--- config.mk ---
export PLATFORM = sky130hd
export DESIGN_NAME = rf_param
export DESIGN_NICKNAME = d
export VERILOG_FILES = /design/src/rtl/rf_pkg.sv /design/src/rtl/rf_clear_seq.sv /design/src/rtl/rf_param.sv
export SDC_FILE = /design/constraint.sdc
export NUM_CORES = 2
export LEC_CHECK = 0
export BUFFER_PORTS_ARGS = -buffer_cell sky130_fd_sc_hd__buf_2
export CAP_MARGIN = 20
export CORE_MARGIN = 1.5
export CORE_UTILIZATION = 45
export CTS_BUF_LIST = sky130_fd_sc_hd__clkbuf_4 sky130_fd_sc_hd__clkbuf_8 sky130_fd_sc_hd__clkbuf_16
export DETAILED_ROUTE_END_ITERATION = 10
export GPL_TIMING_DRIVEN = 0
export HOLD_SLACK_MARGIN = 0.02
export PLACE_DENSITY_LB_ADDON = 0.05
export SKIP_CTS_REPAIR_TIMING = 1
export SYNTH_ARGS = -nofsm -noshare
export SYNTH_HDL_FRONTEND = slang
export SYNTH_SLANG_ARGS = --single-unit
--- constraint.sdc ---
create_clock -name Clk -period 3.9 [get_ports Clk]
set_input_delay 0.195 -clock Clk [delete_from_list [all_inputs] [get_ports Clk]]
set_output_delay 0.195 -clock Clk [all_outputs]
set_load 0.02 [all_outputs]
--- src/rtl/rf_pkg.sv ---
// Shared types and defaults for the parametrised register file.
//   rf_state_e : bulk-clear sequencer states
//   RF_DATA_W  : default register width
//   RF_ADDR_W  : default address width (DEPTH = 2**RF_ADDR_W)
package rf_pkg;

    localparam int unsigned RF_DATA_W = 32;
    localparam int unsigned RF_ADDR_W = 5;

    typedef enum logic {
        RF_IDLE,
        RF_CLEAR
    } rf_state_e;

endpackage

--- src/rtl/rf_clear_seq.sv ---
// Bulk-clear sequencer for rf_param: walks every register address once, one per cycle.
// Ports:
//   clk_i      : rising-edge clock
//   rst_ni     : asynchronous active-low reset
//   clr_i      : single-cycle request to start a clear (ignored while busy)
//   busy_o     : high for exactly 2**ADDR_W cycles while clearing
//   clr_we_o   : array write enable (write zero) driven by the sequencer
//   clr_addr_o : array address being cleared this cycle
module rf_clear_seq
    import rf_pkg::*;
#(
    parameter int unsigned ADDR_W = RF_ADDR_W
) (
    input  logic              clk_i,
    input  logic              rst_ni,
    input  logic              clr_i,
    output logic              busy_o,
    output logic              clr_we_o,
    output logic [ADDR_W-1:0] clr_addr_o
);

    localparam int unsigned DEPTH = 2 ** ADDR_W;
    localparam logic [ADDR_W-1:0] LastAddr = ADDR_W'(DEPTH - 1);

    rf_state_e         state_q;
    logic [ADDR_W-1:0] cnt_q;
    logic              busy_q;

    always_ff @(posedge clk_i or negedge rst_ni) begin
        if (!rst_ni) begin
            state_q <= RF_IDLE;
            cnt_q   <= '0;
            busy_q  <= 1'b0;
        end else begin
            case (state_q)
                RF_IDLE: begin
                    if (clr_i) begin
                        state_q <= RF_CLEAR;
                        cnt_q   <= '0;
                        busy_q  <= 1'b1;
                    end
                end
                RF_CLEAR: begin
                    // Counter wraps to 0 on the final step, harmless since we leave CLEAR.
                    cnt_q <= cnt_q + ADDR_W'(1);
                    if (cnt_q == LastAddr) begin
                        state_q <= RF_IDLE;
                        busy_q  <= 1'b0;
                    end
                end
                default: begin
                    state_q <= RF_IDLE;
                    busy_q  <= 1'b0;
                end
            endcase
        end
    end

    assign busy_o     = busy_q;
    assign clr_we_o   = busy_q;
    assign clr_addr_o = cnt_q;

endmodule

--- src/rtl/rf_param.sv ---
// Parametrised register file: two combinational read ports, one synchronous write port,
// optional hardwired-zero register 0, and a one-entry-per-cycle bulk clear.
// Ports:
//   Clk, Rst_n     : clock, asynchronous active-low reset (zeroes the whole array)
//   RegWr, RW, BusW: writeback port; dropped while Busy
//   RA/BusA, RB/BusB: combinational read ports
//   Clr            : start bulk clear;  Busy : clear in progress
// Build option: define RF_WR_BYPASS_EN to forward BusW to a read port whose address
// matches an accepted write in the same cycle.
module rf_param
    import rf_pkg::*;
#(
    parameter int unsigned DATA_W   = RF_DATA_W,
    parameter int unsigned ADDR_W   = RF_ADDR_W,
    parameter bit          ZERO_REG = 1'b1
) (
    input  logic              Clk,
    input  logic              Rst_n,
    input  logic              RegWr,
    input  logic [ADDR_W-1:0] RW,
    input  logic [DATA_W-1:0] BusW,
    input  logic [ADDR_W-1:0] RA,
    input  logic [ADDR_W-1:0] RB,
    output logic [DATA_W-1:0] BusA,
    output logic [DATA_W-1:0] BusB,
    input  logic              Clr,
    output logic              Busy
);

    localparam int unsigned DEPTH = 2 ** ADDR_W;

    logic [DATA_W-1:0] mem_q [DEPTH];
    logic              clr_we;
    logic [ADDR_W-1:0] clr_addr;
    logic              wb_we;

    rf_clear_seq #(
        .ADDR_W(ADDR_W)
    ) u_clear_seq (
        .clk_i     (Clk),
        .rst_ni    (Rst_n),
        .clr_i     (Clr),
        .busy_o    (Busy),
        .clr_we_o  (clr_we),
        .clr_addr_o(clr_addr)
    );

    // Writeback is accepted only when idle; writes to r0 vanish when it is hardwired.
    assign wb_we = RegWr && !Busy && !(ZERO_REG && (RW == '0));

    // Sequencer owns the write port while Busy.
    always_ff @(posedge Clk or negedge Rst_n) begin
        if (!Rst_n) begin
            for (int unsigned i = 0; i < DEPTH; i++) begin
                mem_q[i] <= '0;
            end
        end else if (clr_we) begin
            mem_q[clr_addr] <= '0;
        end else if (wb_we) begin
            mem_q[RW] <= BusW;
        end
    end

    always_comb begin
        BusA = mem_q[RA];
        if (ZERO_REG && (RA == '0)) begin
            BusA = '0;
`ifdef RF_WR_BYPASS_EN
        end else if (wb_we && (RW == RA)) begin
            BusA = BusW;
`endif
        end
    end

    always_comb begin
        BusB = mem_q[RB];
        if (ZERO_REG && (RB == '0)) begin
            BusB = '0;
`ifdef RF_WR_BYPASS_EN
        end else if (wb_we && (RW == RB)) begin
            BusB = BusW;
`endif
        end
    end

endmodule
==> flow_results.xml <==
<?xml version="1.0" encoding="UTF-8"?>
<metrics>
  <group name="timing">
    <metric name="timing.final.crit_share" unit="%">103</metric>
    <metric name="finalHoldViolCount" unit="">0</metric>
    <metric name="report.final.setup_viol" unit="">19</metric>
    <metric name="final_max_slew_viol_count" unit="">0</metric>
    <metric name="relSlewSlack" unit="%">16.1</metric>
    <metric name="worst_case_clock_skew" unit="ns">0.0341</metric>
    <metric name="fmax_achieved" unit="MHz">248</metric>
    <metric name="worstMarginPinSlew" unit="ns">1.25</metric>
    <metric name="final.min_clock_period" unit="ns">4.04</metric>
    <metric name="final_critical_path_setup_slack" unit="ns">-0.136</metric>
  </group>
  <group name="finish">
    <metric name="area_growth_syn_to_layout" unit="%">14.7</metric>
    <metric name="final_area" unit="mm2">0.0604</metric>
    <metric name="post-route-util" unit="%">52.0</metric>
    <metric name="final_nets" unit="">4147</metric>
    <metric name="drive_above_1_share" unit="%">23.9</metric>
  </group>
  <group name="critical_path">
    <metric name="worst-path-stages" unit="">7</metric>
    <metric name="worst_path_dominant_cell_family" unit="">buffers and inverters</metric>
    <metric name="cpMaxStageDelayCell" unit="">clkdlybuf4s15_1</metric>
    <metric name="cp_max_fo" unit="">10</metric>
    <metric name="timing.critical_path.to_type" unit="">output pin</metric>
    <metric name="r2r_start" unit="">u_clear_seq.busy_o$_DFFE_PN0P_</metric>
    <metric name="cp_common_cell" unit="">buf_2</metric>
    <metric name="critPathArrivalTime" unit="ns">3.84</metric>
    <metric name="crit_type" unit="">in -&gt; out</metric>
    <metric name="cell_by_cell_trace_of_the_critical_path" unit="">buf_2 -&gt; clkdlybuf4s15_1 -&gt; clkbuf_1 -&gt; mux4_2 -&gt; o21ai_0 -&gt; a311oi_2 -&gt; buf_2</metric>
    <metric name="worst_setup_path_endpoint" unit="">BusA[2]</metric>
    <metric name="crit_buf_inv" unit="">4</metric>
    <metric name="setup.worst_path.start" unit="">RA[2]</metric>
    <metric name="worst_setup_path_start_kind" unit="">input port</metric>
    <metric name="ff2ff_path_depth" unit="">6</metric>
    <metric name="data_required_time_of_the_critical_path" unit="ns">3.70</metric>
    <metric name="reg2reg_slack" unit="ns">0.40</metric>
    <metric name="ff_to_ff_end" unit="">mem_q[580]$_DFFE_PN0P_</metric>
    <metric name="cp_slowest_stage_delay" unit="ns">0.88</metric>
  </group>
  <group name="drt">
    <metric name="route.detailed.vias_per_inst" unit="">7.36</metric>
    <metric name="topRoutingLayerUsed" unit="">met5</metric>
    <metric name="ant_nets" unit="">0</metric>
    <metric name="detail_route.iter0.violations" unit="">5522</metric>
    <metric name="vias" unit="">42100</metric>
    <metric name="wl_per_cell" unit="um">42.1</metric>
    <metric name="met2_wire_length" unit="mm">101</metric>
    <metric name="finalWirelength" unit="mm">241</metric>
    <metric name="drcViolationCount" unit="">0</metric>
    <metric name="detailroute.wirelength.met3" unit="mm">29.7</metric>
    <metric name="met1Wirelength" unit="mm">94.5</metric>
    <metric name="drt-pass1-iter-count" unit="">6</metric>
  </group>
  <group name="pwr">
    <metric name="swShare" unit="%">33.1</metric>
    <metric name="power" unit="mW">41.8</metric>
    <metric name="internal-power" unit="mW">28.0</metric>
    <metric name="seq_power_share" unit="%">42.9</metric>
    <metric name="power.share.combinational" unit="%">28.8</metric>
    <metric name="p_switching" unit="mW">13.8</metric>
    <metric name="power-per-cell-area" unit="mW/mm2">692</metric>
    <metric name="ir_drop" unit="uV">404</metric>
    <metric name="p_clk_share" unit="%">28.3</metric>
    <metric name="power_leakage" unit="nW">26.6</metric>
  </group>
  <group name="synthesis">
    <metric name="post-synth-top-area-cell" unit="">dfrtp_1</metric>
    <metric name="synth.top_cells.by_area" unit="">dfrtp_1 49%, mux4_2 19%, a22o_1 16%</metric>
    <metric name="synth_seq_area_share" unit="%">49.0</metric>
    <metric name="number_of_synthesized_flops_with_an_enable_pin" unit="">0</metric>
    <metric name="synth_flop_cell" unit="">dfrtp_1</metric>
    <metric name="netlist_area_before_placement" unit="mm2">0.0527</metric>
    <metric name="post_synth_num_cell_types" unit="">41</metric>
    <metric name="yosys_register_bits" unit="">1031</metric>
    <metric name="postSynth.asyncResetShare" unit="%">100</metric>
    <metric name="yosys_warnings" unit="">0</metric>
    <metric name="syn_area_per_cell" unit="um2">13.9</metric>
    <metric name="netlist_instances" unit="">3793</metric>
    <metric name="synth_nets" unit="">3849</metric>
    <metric name="synth.top_cell.area_share" unit="%">49.0</metric>
  </group>
  <group name="min_path">
    <metric name="hp-class" unit="">in -&gt; reg</metric>
  </group>
  <group name="die">
    <metric name="die_x" unit="um">345</metric>
    <metric name="initial_utilization" unit="%">45.3</metric>
    <metric name="fp.dieH" unit="um">345</metric>
    <metric name="die-area" unit="mm2">0.119</metric>
    <metric name="placeableCoreArea" unit="mm2">0.116</metric>
    <metric name="core.rowCount" unit="">125</metric>
    <metric name="number_of_top_level_design_ports" unit="">116</metric>
  </group>
  <group name="global_routing">
    <metric name="grt_first_pass_wirelength" unit="mm">333</metric>
    <metric name="vias_in_the_first_global_route" unit="">41100</metric>
    <metric name="global_route.overflow_total" unit="">0</metric>
    <metric name="grt_start_max_net_pins" unit="">155</metric>
    <metric name="gr-usage-all-layers" unit="%">40.0</metric>
    <metric name="grt_antenna_before_repair" unit="">14</metric>
  </group>
  <group name="clock_network">
    <metric name="htreeDepth" unit="">3</metric>
    <metric name="worst_setup_hold_path_clk_slew" unit="ns">0.06</metric>
    <metric name="cts_buffers" unit="">116</metric>
    <metric name="clk_latency" unit="ns">0.75</metric>
    <metric name="clockRootBuffer" unit="">clkbuf_16</metric>
    <metric name="clock-sinks" unit="">1031</metric>
    <metric name="clock_path_buffers" unit="">3</metric>
    <metric name="cts_tree" unit="">yes</metric>
  </group>
  <group name="placement">
    <metric name="hpwl" unit="mm">177</metric>
    <metric name="post_dp_cell_area" unit="mm2">0.0558</metric>
    <metric name="buffer_ports.inserted" unit="">107</metric>
    <metric name="gp_routability_congestion" unit="">1.01</metric>
  </group>
  <group name="run_status">
    <metric name="status" unit="">complete, but fails checks</metric>
    <metric name="violations" unit="">setup timing</metric>
  </group>
  <group name="run">
    <metric name="max-cap-violations" unit="">0</metric>
  </group>
</metrics>
==> final cells by class <==
class                           count  area (um2)
Timing Repair Buffer              180        1580
Clock inverter                     37         477
Fill cell                       10100       55800
Clock buffer                      174        3570
Tap cell                         1524        1910
Antenna cell                        3        7.51
Multi-Input combinational cell   2259       25100
Buffer                            498        2010
Sequential cell                  1031       25800
Inverter                            5        18.8
==> layer usage <==
| metal | global-route usage, % | vias up |
|---|---|---|
| met5 | 0 | - |
| met1 | 54.9 | 22500 |
| met3 | 13.4 | 531 |
| li1 | - | 16100 |
| met4 | 20.9 | 10 |
| met2 | 56.2 | 2891 |
==> worst min path at each step <==
stage                        start                endpoint  slack (ns)  cells past startpoint
after floorplan              Rst_n    mem_q[0]$_DFFE_PN0P_       -0.10                      0
after global placement    BusW[17]  mem_q[945]$_DFFE_PN0P_        0.47                      2
after detailed placement     Rst_n  mem_q[890]$_DFFE_PN0P_        0.10                      1
after CTS                    Rst_n  mem_q[890]$_DFFE_PN0P_       -0.66                      1
after global routing      BusW[16]  mem_q[944]$_DFFE_PN0P_        0.28                      3
final                     BusW[16]  mem_q[944]$_DFFE_PN0P_        0.27                      3
==> metrics by stage <==
step	setup TNS [ns]	instances	setup slack [ns]	hold WS [ns]
after detailed placement	-12.95	5454	-0.560	0.104
final	-0.983	5711	-0.136	0.275
after global routing	-0.00548	5708	-0.00548	0.282
after CTS	-13.23	5665	-0.567	-0.661
after global placement	-	5424	-20.89	0.473
after floorplan	0	3793	1.70	-0.101
==> logic make-up (layout without fill, tap and decap cells) <==
group / Yosys count / after routing / share of synthesized area, %
multiplexers: 640 / 640 / 22.9
adder cells (fa/ha/maj): 5 / 5 / 0.119
flip-flops: 1031 / 1031 / 49.0
AO/OA/AOI/OAI: 1399 / 1399 / 21.9
buffers and inverters: 503 / 894 / 3.78
XOR/XNOR: 2 / 2 / 0.0333
AND/OR/NAND/NOR: 213 / 213 / 2.26
other: 0 / 3 / 0
==> placed cells by master (no fill, tap or decap), types with 3 or more instances in the layout <==
cell,synthesis,layout
dfrtp_1,1031,1031
clkbuf_8,0,34
nor3_2,3,3
inv_1,5,5
a311oi_1,64,48
nor2b_1,68,67
a22o_1,992,992
o2111ai_1,16,16
a211oi_1,64,50
bufinv_16,0,11
clkinv_2,0,21
o21ai_0,114,114
nand4b_1,3,3
clkbuf_4,0,35
mux4_2,448,448
clkbuf_1,389,382
nor3b_1,3,3
a311oi_2,0,16
buf_1,25,20
buf_8,0,14
dlygate4sd3_1,0,36
a22oi_1,64,64
buf_2,84,188
clkbuf_16,0,117
nand2_1,40,40
buf_16,0,14
clkbuf_2,0,7
mux2i_1,128,128
ha_1,5,5
diode_2,0,3
and2_1,38,38
a21oi_1,34,34
mux2_2,64,64
nor2_1,37,36
a221oi_1,48,48
nand4bb_1,3,3
a211oi_2,0,14
==> state kept, by name, indices dropped and copies added, names as in the netlist <==
name and flops:
mem_q 1024, u_clear_seq.clr_addr_o 5, u_clear_seq.busy_o 1, u_clear_seq.state_q 1
==> worst reg2reg max path, cell delays in order, from the launching register on <==
cell	delay, ns
dfrtp_1	0.48
or3b_1	0.16
clkbuf_1	0.78
nor2_1	0.43
a21oi_1	0.71
clkbuf_1	0.66
a22o_1	0.24
==> power groups by stage <==
stage          Clock, mW  Combinational, mW  Sequential, mW
6_report            11.8               12.0            18.0
5_1_grt             12.2               12.6            18.3
4_1_cts             11.8               11.6            17.7
3_5_place_dp           0               11.6            17.8
3_3_place_gp           0               11.3            17.7
2_1_floorplan          0               8.29            16.6
==> synthesized netlist by cell type, types with 5 or more instances <==
master     instances
mux2i_1          128
o21ai_0          114
buf_1             25
nand2_1           40
a221oi_1          48
and2_1            38
buf_2             84
dfrtp_1         1031
a22o_1           992
nor2_1            37
nor2b_1           68
a211oi_1          64
mux2_2            64
inv_1              5
ha_1               5
a21oi_1           34
o2111ai_1         16
a22oi_1           64
clkbuf_1         389
mux4_2           448
a311oi_1          64
Note: power is estimated with default switching activity, not from simulation.
